--- config.mk ---
export PLATFORM = sky130hd
export DESIGN_NAME = alu_result_stage_flat
export DESIGN_NICKNAME = d
export VERILOG_FILES = /design/src/rtl/alu_result_stage_if.sv /design/src/rtl/alu_result_stage.sv /design/src/flat_wrapper.sv
export SDC_FILE = /design/constraint.sdc
export NUM_CORES = 1
export LEC_CHECK = 0
export CORE_MARGIN = 5
export CORE_UTILIZATION = 46
export DETAILED_ROUTE_END_ITERATION = 6
export GPL_TIMING_DRIVEN = 0
export PLACE_DENSITY = 0.71
export SLEW_MARGIN = 15
export SYNTH_ARGS = -nofsm -noshare
export SYNTH_HDL_FRONTEND = slang
export SYNTH_SLANG_ARGS = --single-unit
--- constraint.sdc ---
create_clock -name clk -period 4.48 [get_ports clk]
set_input_delay 0.448 -clock clk [delete_from_list [all_inputs] [get_ports clk]]
set_output_delay 0.448 -clock clk [all_outputs]
set_load 0.02 [all_outputs]
--- src/rtl/alu_result_stage_if.sv ---
// Handshake bundle between the ALU, the result stage and writeback.
// Upstream payload plus downstream FIFO head, with master/slave views.
interface alu_result_stage_if #(
   parameter int WIDTH = 32
);
   logic             in_valid;
   logic             in_ready;
   logic [2:0]       in_m;
   logic [WIDTH-1:0] in_y;
   logic             in_zf;
   logic             in_cf;
   logic             in_of;
   logic             in_set_flags;
   logic [2:0]       in_cond;
   logic [4:0]       in_tag;
   logic             out_valid;
   logic             out_ready;
   logic [WIDTH-1:0] out_y;
   logic [4:0]       out_tag;
   logic             out_cond_true;
   logic             out_illegal;

   modport master (
      output in_valid, in_m, in_y, in_zf, in_cf, in_of,
      output in_set_flags, in_cond, in_tag, out_ready,
      input  in_ready, out_valid, out_y, out_tag,
      input  out_cond_true, out_illegal
   );

   modport slave (
      input  in_valid, in_m, in_y, in_zf, in_cf, in_of,
      input  in_set_flags, in_cond, in_tag, out_ready,
      output in_ready, out_valid, out_y, out_tag,
      output out_cond_true, out_illegal
   );
endinterface

--- src/rtl/alu_result_stage.sv ---
// Execute back end: flag register, condition evaluation and a
// small result FIFO toward writeback.
module alu_result_stage #(
   parameter int WIDTH = 32,
   parameter int DEPTH = 2
) (
   input  logic                     clk,
   input  logic                     rst,
   alu_result_stage_if.slave        bus,
   output logic [3:0]               flags_q,
   output logic [$clog2(DEPTH):0]   count
);
   localparam int AW = $clog2(DEPTH);
   localparam int CW = AW + 1;
   localparam logic [CW-1:0] FULL = CW'(DEPTH);

   logic [WIDTH-1:0] y_q   [DEPTH];
   logic [4:0]       tag_q [DEPTH];
   logic             ct_q  [DEPTH];
   logic             ill_q [DEPTH];

   logic [AW-1:0] wr_q, wr_d;
   logic [AW-1:0] rd_q, rd_d;
   logic [CW-1:0] count_q, count_d;
   logic [3:0]    flags_d;

   logic       in_rdy;
   logic       push;
   logic       pop;
   logic       legal;
   logic       arith;
   logic [3:0] cap;
   logic [3:0] src;
   logic       eval;
   logic       cond_true;

   assign in_rdy       = (count_q != FULL) && !rst;
   assign push         = bus.in_valid & in_rdy;
   assign pop          = (count_q != '0) & bus.out_ready;

   assign bus.in_ready      = in_rdy;
   assign bus.out_valid     = (count_q != '0);
   assign bus.out_y         = y_q[rd_q];
   assign bus.out_tag       = tag_q[rd_q];
   assign bus.out_cond_true = ct_q[rd_q];
   assign bus.out_illegal   = ill_q[rd_q];
   assign count             = count_q;

   // Capture flags from the ALU and evaluate the requested condition.
   always_comb begin
      legal = (bus.in_m <= 3'd4);
      arith = (bus.in_m == 3'd0) || (bus.in_m == 3'd1);
      cap   = {bus.in_y[WIDTH-1], bus.in_zf,
               arith & bus.in_cf, arith & bus.in_of};
      src   = bus.in_set_flags ? cap : flags_q;
      eval  = 1'b0;
      unique case (bus.in_cond)
         3'd0: eval = 1'b1;
         3'd1: eval = src[2];
         3'd2: eval = !src[2];
         3'd3: eval = src[1];
         3'd4: eval = !src[1];
         3'd5: eval = src[3] ^ src[0];
         3'd6: eval = !(src[3] ^ src[0]);
         3'd7: eval = 1'b0;
         default: eval = 1'b0;
      endcase
      cond_true = legal & eval;
   end

   // Pointer, occupancy and flag next-state.
   always_comb begin
      wr_d    = wr_q;
      rd_d    = rd_q;
      count_d = count_q;
      flags_d = flags_q;
      if (push) wr_d = wr_q + 1'b1;
      if (pop)  rd_d = rd_q + 1'b1;
      unique case (1'b1)
         push && !pop: count_d = count_q + 1'b1;
         pop && !push: count_d = count_q - 1'b1;
         default:      count_d = count_q;
      endcase
      if (push && bus.in_set_flags && legal) flags_d = cap;
   end

   // State registers and FIFO storage; storage written only on push.
   always_ff @(posedge clk) begin
      if (rst) begin
         wr_q    <= '0;
         rd_q    <= '0;
         count_q <= '0;
         flags_q <= '0;
         for (int i = 0; i < DEPTH; i++) begin
            y_q[i]   <= '0;
            tag_q[i] <= '0;
            ct_q[i]  <= 1'b0;
            ill_q[i] <= 1'b0;
         end
      end else begin
         wr_q    <= wr_d;
         rd_q    <= rd_d;
         count_q <= count_d;
         flags_q <= flags_d;
         if (push) begin
            y_q[wr_q]   <= bus.in_y;
            tag_q[wr_q] <= bus.in_tag;
            ct_q[wr_q]  <= cond_true;
            ill_q[wr_q] <= !legal;
         end
      end
   end
endmodule
--- src/flat_wrapper.sv ---
// flat-port wrapper written by rule: the top's interface ports become plain ports
module alu_result_stage_flat 
#(
   parameter int WIDTH = 32,
   parameter int DEPTH = 2
)
  (clk, rst, flags_q, count, bus_in_valid, bus_in_m, bus_in_y, bus_in_zf, bus_in_cf, bus_in_of, bus_in_set_flags, bus_in_cond, bus_in_tag, bus_out_ready, bus_in_ready, bus_out_valid, bus_out_y, bus_out_tag, bus_out_cond_true, bus_out_illegal);
  alu_result_stage_if #(.WIDTH(WIDTH)) bus_i ();
  input  logic clk;
  input  logic rst;
  output logic [3:0] flags_q;
  output logic [$clog2(DEPTH):0] count;
  input wire logic [$bits(bus_i.in_valid)-1:0] bus_in_valid;
  input wire logic [$bits(bus_i.in_m)-1:0] bus_in_m;
  input wire logic [$bits(bus_i.in_y)-1:0] bus_in_y;
  input wire logic [$bits(bus_i.in_zf)-1:0] bus_in_zf;
  input wire logic [$bits(bus_i.in_cf)-1:0] bus_in_cf;
  input wire logic [$bits(bus_i.in_of)-1:0] bus_in_of;
  input wire logic [$bits(bus_i.in_set_flags)-1:0] bus_in_set_flags;
  input wire logic [$bits(bus_i.in_cond)-1:0] bus_in_cond;
  input wire logic [$bits(bus_i.in_tag)-1:0] bus_in_tag;
  input wire logic [$bits(bus_i.out_ready)-1:0] bus_out_ready;
  output wire logic [$bits(bus_i.in_ready)-1:0] bus_in_ready;
  output wire logic [$bits(bus_i.out_valid)-1:0] bus_out_valid;
  output wire logic [$bits(bus_i.out_y)-1:0] bus_out_y;
  output wire logic [$bits(bus_i.out_tag)-1:0] bus_out_tag;
  output wire logic [$bits(bus_i.out_cond_true)-1:0] bus_out_cond_true;
  output wire logic [$bits(bus_i.out_illegal)-1:0] bus_out_illegal;
  assign bus_i.in_valid = bus_in_valid;
  assign bus_i.in_m = bus_in_m;
  assign bus_i.in_y = bus_in_y;
  assign bus_i.in_zf = bus_in_zf;
  assign bus_i.in_cf = bus_in_cf;
  assign bus_i.in_of = bus_in_of;
  assign bus_i.in_set_flags = bus_in_set_flags;
  assign bus_i.in_cond = bus_in_cond;
  assign bus_i.in_tag = bus_in_tag;
  assign bus_i.out_ready = bus_out_ready;
  assign bus_in_ready = bus_i.in_ready;
  assign bus_out_valid = bus_i.out_valid;
  assign bus_out_y = bus_i.out_y;
  assign bus_out_tag = bus_i.out_tag;
  assign bus_out_cond_true = bus_i.out_cond_true;
  assign bus_out_illegal = bus_i.out_illegal;
  alu_result_stage #(.WIDTH(WIDTH), .DEPTH(DEPTH)) u_core (.clk(clk), .rst(rst), .bus(bus_i), .flags_q(flags_q), .count(count));
endmodule
* Yosys cells after proc, flatten, opt, wreduce, memory -nomap -nowiden
Memory sizes are Yosys's and may differ from the RTL's. A register that Yosys moved wholly into a read port is not among the register bits. Index checks and enable logic that the tools add are counted.
Storage, ports and cells: word-level logic and storage cells 77, memories 4, bits of input ports 51, register bits after elaboration 8, output and inout port bits 47, memory bits (writable) 78
Operators by class: bitwise gates (word level) 6, $add $sub $neg 4, muxes and demuxes 28, order comparisons 1, reduce and logical (&&, ||, !) cells 21, eq/ne operators 9
Memory list:
- u_core.y_q | words 2, bits a word 32, read ports 1, clocked after memory_dff 1, wr ports 2, line alu_result_stage.sv:17 | logic [WIDTH-1:0] y_q [DEPTH];
- u_core.tag_q | words 2, bits a word 5, read ports 1, clocked after memory_dff 1, wr ports 2, line alu_result_stage.sv:18 | logic [4:0] tag_q [DEPTH];
- u_core.ct_q | words 2, bits a word 1, read ports 1, clocked after memory_dff 1, wr ports 2, line alu_result_stage.sv:19 | logic ct_q [DEPTH];
- u_core.ill_q | words 2, bits a word 1, read ports 1, clocked after memory_dff 1, wr ports 2, line alu_result_stage.sv:20 | logic ill_q [DEPTH];
Operator list (number):
- 2-to-1 mux 32 bit | 1
- OR reduction 32 bit | 1
- 2-to-1 mux 1 bit | 23
- equality test 3 bit, second input constant | 4
- one-hot mux 1 bit (8 select lines) | 1
- zero test 1 bit | 7
- equality test 3 x 1 -> 1 bit, second input constant | 2
- equality test 3 x 2 -> 1 bit, second input constant | 2
- zero test 3 bit | 2
- AND 1 bit | 5
- logical AND 1 bit | 5
- 2-to-1 mux 5 bit | 1
- OR reduction 5 bit | 1
- 2-to-1 mux 4 bit | 1
- one-hot mux 2 bit (2 select lines) | 1
- nonzero test 2 bit | 2
- less-or-equal comparator 3 bit, second input constant | 1
- adder 1 bit, second input constant | 2
- adder 2 x 1 -> 2 bit, second input constant | 1
- != test 2 bit, second input constant | 1
- OR reduction 1 bit | 2
- subtractor 2 x 1 -> 2 bit, second input constant | 1
- logical OR 1 bit | 1
- bitwise XOR 1 bit | 1

* Longest topological paths before layout
depth in word-level cells 9, gate-level depth with buffers 7, mapped depth without buffers 7

* Worst setup path after synthesis
Ideal clock, no wire load.
path type flip-flop to flip-flop, from register u_core.count_q[0] (netlist: u_core.count[0]), to memory u_core.ct_q[0] (enable), setup time 0.402 ns, required time 4.078 ns, buffers on the path 0, period minus slack after synthesis 2.404 ns, arrival time 2.002 ns, setup slack 2.076 ns, cell stages (with the launch flop) 5, cells stage by stage dfxtp_1 > inv_2 > a21oi_4 > nand3_1 > nand2b_1
RTL lines:
- start, declared | line alu_result_stage.sv:24 | logic [CW-1:0] count_q, count_d;
- start signal, assigned | line alu_result_stage.sv:103 | count_q <= count_d;
- end, declared | line alu_result_stage.sv:19

==> metrics.md <==
| Metric | Value |
|---|---|
| Status | finished clean |
| H-tree lvl count | 3 |
| Root Buffer | clkbuf_8 |
| Core Area | 8550 um^2 |
| CTS Hold Bufs | 0 |
| Final Hold Viols | 0 |
| Later-pin clock latency in the skew report | 0.34 ns |
| RR Startpoint | u_core.count[0]$_SDFFE_PP0P_ |
| Mapped Area | 3970 um^2 |
| Commonest non-fill, non-tap cell in the layout | clkdlybuf4s50_1 |
| Drt first pass iters | 5 |
| RSZ-0062 raised after global routing | no |
| Leak Pwr | 2.04 nW |
| Total Routed Length | 7730 um |
| Most frequent cells in the layout | clkdlybuf4s50_1 (96), edfxtp_1 (78), mux2_2 (39), and2_2 (39), and2_1 (36) |
| Cell family with most CP delay | buffers and inverters |
| Worst Path Required | 4.03 ns |
| Syn Nets | 319 |
| Kind of critical path | register to output port |
| Synth cell types | 36 |
| Crit path buf inv count | 3 |
| Worst path cell trace | buf_2 > buf_2 > mux2_2 > clkdlybuf4s50_1 |
| Worst hold path class | register to register |
| DIE WIDTH | 103 um |
| # diodes | 0 |
| CTS buffer count | 9 |
| Gpl congestion | 0.700 |
| Synth area leader | edfxtp_1 |
| Final Max Tran Viols | 0 |
| Vias in the first global route | 2447 |
| # IOs | 98 |
| Crit path DAT | 2.23 ns |
| Clock-pin slew on the worst setup and hold paths | 0.08 ns |
| Top-area cell type share of the netlist area | 0.590 |
| CTS max path bufs | 2 |
| Setup crit end kind | output port |
| Reg2reg path depth | 5 |
| Min Tclk post-route | 2.68 ns |
| Iteration-0 DRC Markers | 65 |
| Die H | 103 um |
| GRT overflow | 0 |
| Final setup viols | 0 |
| Startpoint types | register |
| # Post-CTS Setup Buffers | 0 |
| PostCTS Resize Cnt | 0 |
| Mean area per synthesized cell | 14.9 um^2 |
| DR WL/cell | 15.8 um |
| Area added between synthesis and finish | 34.2% |
| Crit Path Max Fanout | 10 |
| Fin crit share | 0.598 |
| Hold Path Cell Cnt | 2 |
| Detail Placement HPWL | 5410 um |
| Max Fclk | 0.374 GHz |
| First-pass GRT wire length | 12000 um |
| Vias per cell | 4.96 |
| Max Cap Viol | 0 |
| Syn Inst Count | 267 |
| Placed cells | 473 |
| Worst slew pin tran | 0.606 ns |
| Largest net degree at the start of global routing | 24 |
| Die area | 10600 um^2 |
| Fill cells | 677 |
| Flops & latches, synth | 87 |
| R2R Setup Slk | 2.57 ns |
| Initial antenna violation count | 0 |
| Overall power | 0.00236 W |
| Share of cells above drive strength 1 | 0.294 |
| Antenna Nets Post-Route | 0 |
| Worst VDD drop | 0.283 mV |
| Setup TNS | 0 ns |
| Finished Layout Cells | 489 |
| CTS Sinks | 87 |
| Worst clock skew | 0.00437 ns |
| GR Util All Layers | 0.151 |
| IO Port Bufs | 96 |
| Fin nets | 428 |
| Synth area leaders | edfxtp_1 (59%), mux2_2 (11%), and2_2 (7.4%), and2_1 (5.7%), dfxtp_1 (4.5%) |
| Residual DRC | 0 |
| Initial Utilization | 0.465 |
| CTS tree | built |
| Crit. path cell count | 4 |
| Worst R2R End | u_core.y_q[0][12]$_SDFFCE_PN0P_ |
| Crit path to | bus_out_y[29] |
| Slew headroom | 0.596 |
| CP max stage delay | 0.55 ns |
| Worst hold slack | 0.533 ns |
| CP max-delay cell | clkdlybuf4s50_1 |
| Yosys warns | 0 |
| Via Count | 2427 |
| Sequential element share of the synthesized area | 0.635 |
| Most frequent CP cell | buf_2 |
| PD cells | 443 nW/um^2 |
| Row Count | 34 |
power by group:
part	internal (W)	switching [W]	leakage, nW
combinational	0.000405	0.000372	1.05
sequential	0.000972	0.0000313	0.890
clock	0.000313	0.000270	0.102
total	0.00169	0.000673	2.04
per-layer routing:
metal | wire [um] | global-route usage | vias up
li1 | - | - | 1171
met5 | 0 | 0 | -
met3 | 472 | 0.0406 | 7
met1 | 3190 | 0.177 | 1179
met4 | 88 | 0.0627 | 0
met2 | 3980 | 0.262 | 70
sequential cells by signal, indices dropped and copies added (netlist names), named ones only:
signal / flops
u_core.count: 2
u_core.ct_q: 2
u_core.flags_q: 4
u_core.ill_q: 2
u_core.rd_q: 1
u_core.tag_q: 10
u_core.wr_q: 1
u_core.y_q: 64
how the worst min path moves through the flow:
stage                                        start                        to  slack [ns]
after floorplan           u_core.rd_q$_SDFFE_PP0P_                  register        0.48
after global placement    u_core.rd_q$_SDFFE_PP0P_  u_core.rd_q$_SDFFE_PP0P_        0.50
after detailed placement  u_core.rd_q$_SDFFE_PP0P_  u_core.rd_q$_SDFFE_PP0P_        0.52
after CTS                 u_core.rd_q$_SDFFE_PP0P_  u_core.rd_q$_SDFFE_PP0P_        0.53
after global routing      u_core.rd_q$_SDFFE_PP0P_  u_core.rd_q$_SDFFE_PP0P_        0.57
final                     u_core.rd_q$_SDFFE_PP0P_  u_core.rd_q$_SDFFE_PP0P_        0.53
worst min-delay path: stages, from the launching register on:
cell	delay, ns
dfxtp_1	0.33
xnor2_1	0.08
nor2_1	0.08
cells in the mapped netlist:
cell and instances:
a211oi_1 1, a21oi_1 4, a21oi_4 1, and2_1 36, and2_2 39, and4_1 1
buf_2 4, buf_6 6, clkbuf_1 2, dfxtp_1 9, edfxtp_1 78, ha_1 1
inv_1 2, inv_2 1, mux2_2 39, mux2i_1 6, nand2_1 1, nand2_4 1
nand2b_1 3, nand3_1 3, nand3b_1 1, nand4_1 1, nor2_1 9, nor2_8 2
nor3b_1 3, nor3b_2 1, o211ai_1 1, o21ai_0 1, o21ai_1 1, o22a_1 1
o31ai_1 1, o32ai_1 1, or2_2 1, or3_1 1, xnor2_1 2, xor2_1 2
logic make-up (layout without fill, tap and decap cells):
group,after synthesis,after routing,synth area share
multiplexers,45,45,0.126
AO/OA/AOI/OAI,12,12,0.0217
XOR/XNOR,4,4,0.00882
adder cells (fa/ha/maj),1,1,0.00315
flip-flops,87,87,0.635
AND/OR/NAND/NOR,103,103,0.179
buffers and inverters,15,129,0.0268
final cells by class:
type / instances / area (um^2) / share of cell area
Clock inverter: 6 / 83.8 / 0.0157
Tap cell: 108 / 135 / 0.0253
Buffer: 12 / 95.1 / 0.0178
Inverter: 3 / 11.3 / 0.00211
Clock buffer: 10 / 128 / 0.0239
Sequential cell: 87 / 2520 / 0.473
Timing Repair Buffer: 98 / 1010 / 0.189
Multi-Input combinational cell: 165 / 1350 / 0.253
through the flow:
step	area (um^2)	worst slack, ns	util
2_1_floorplan	3970	2.08	-
3_3_place_gp	5070	1.02	0.593
3_5_place_dp	5120	1.87	0.599
4_1_cts	5330	1.73	0.624
5_1_grt	5330	1.65	0.624
6_report	5330	1.80	0.624
Power figures use the tool's default switching activity.
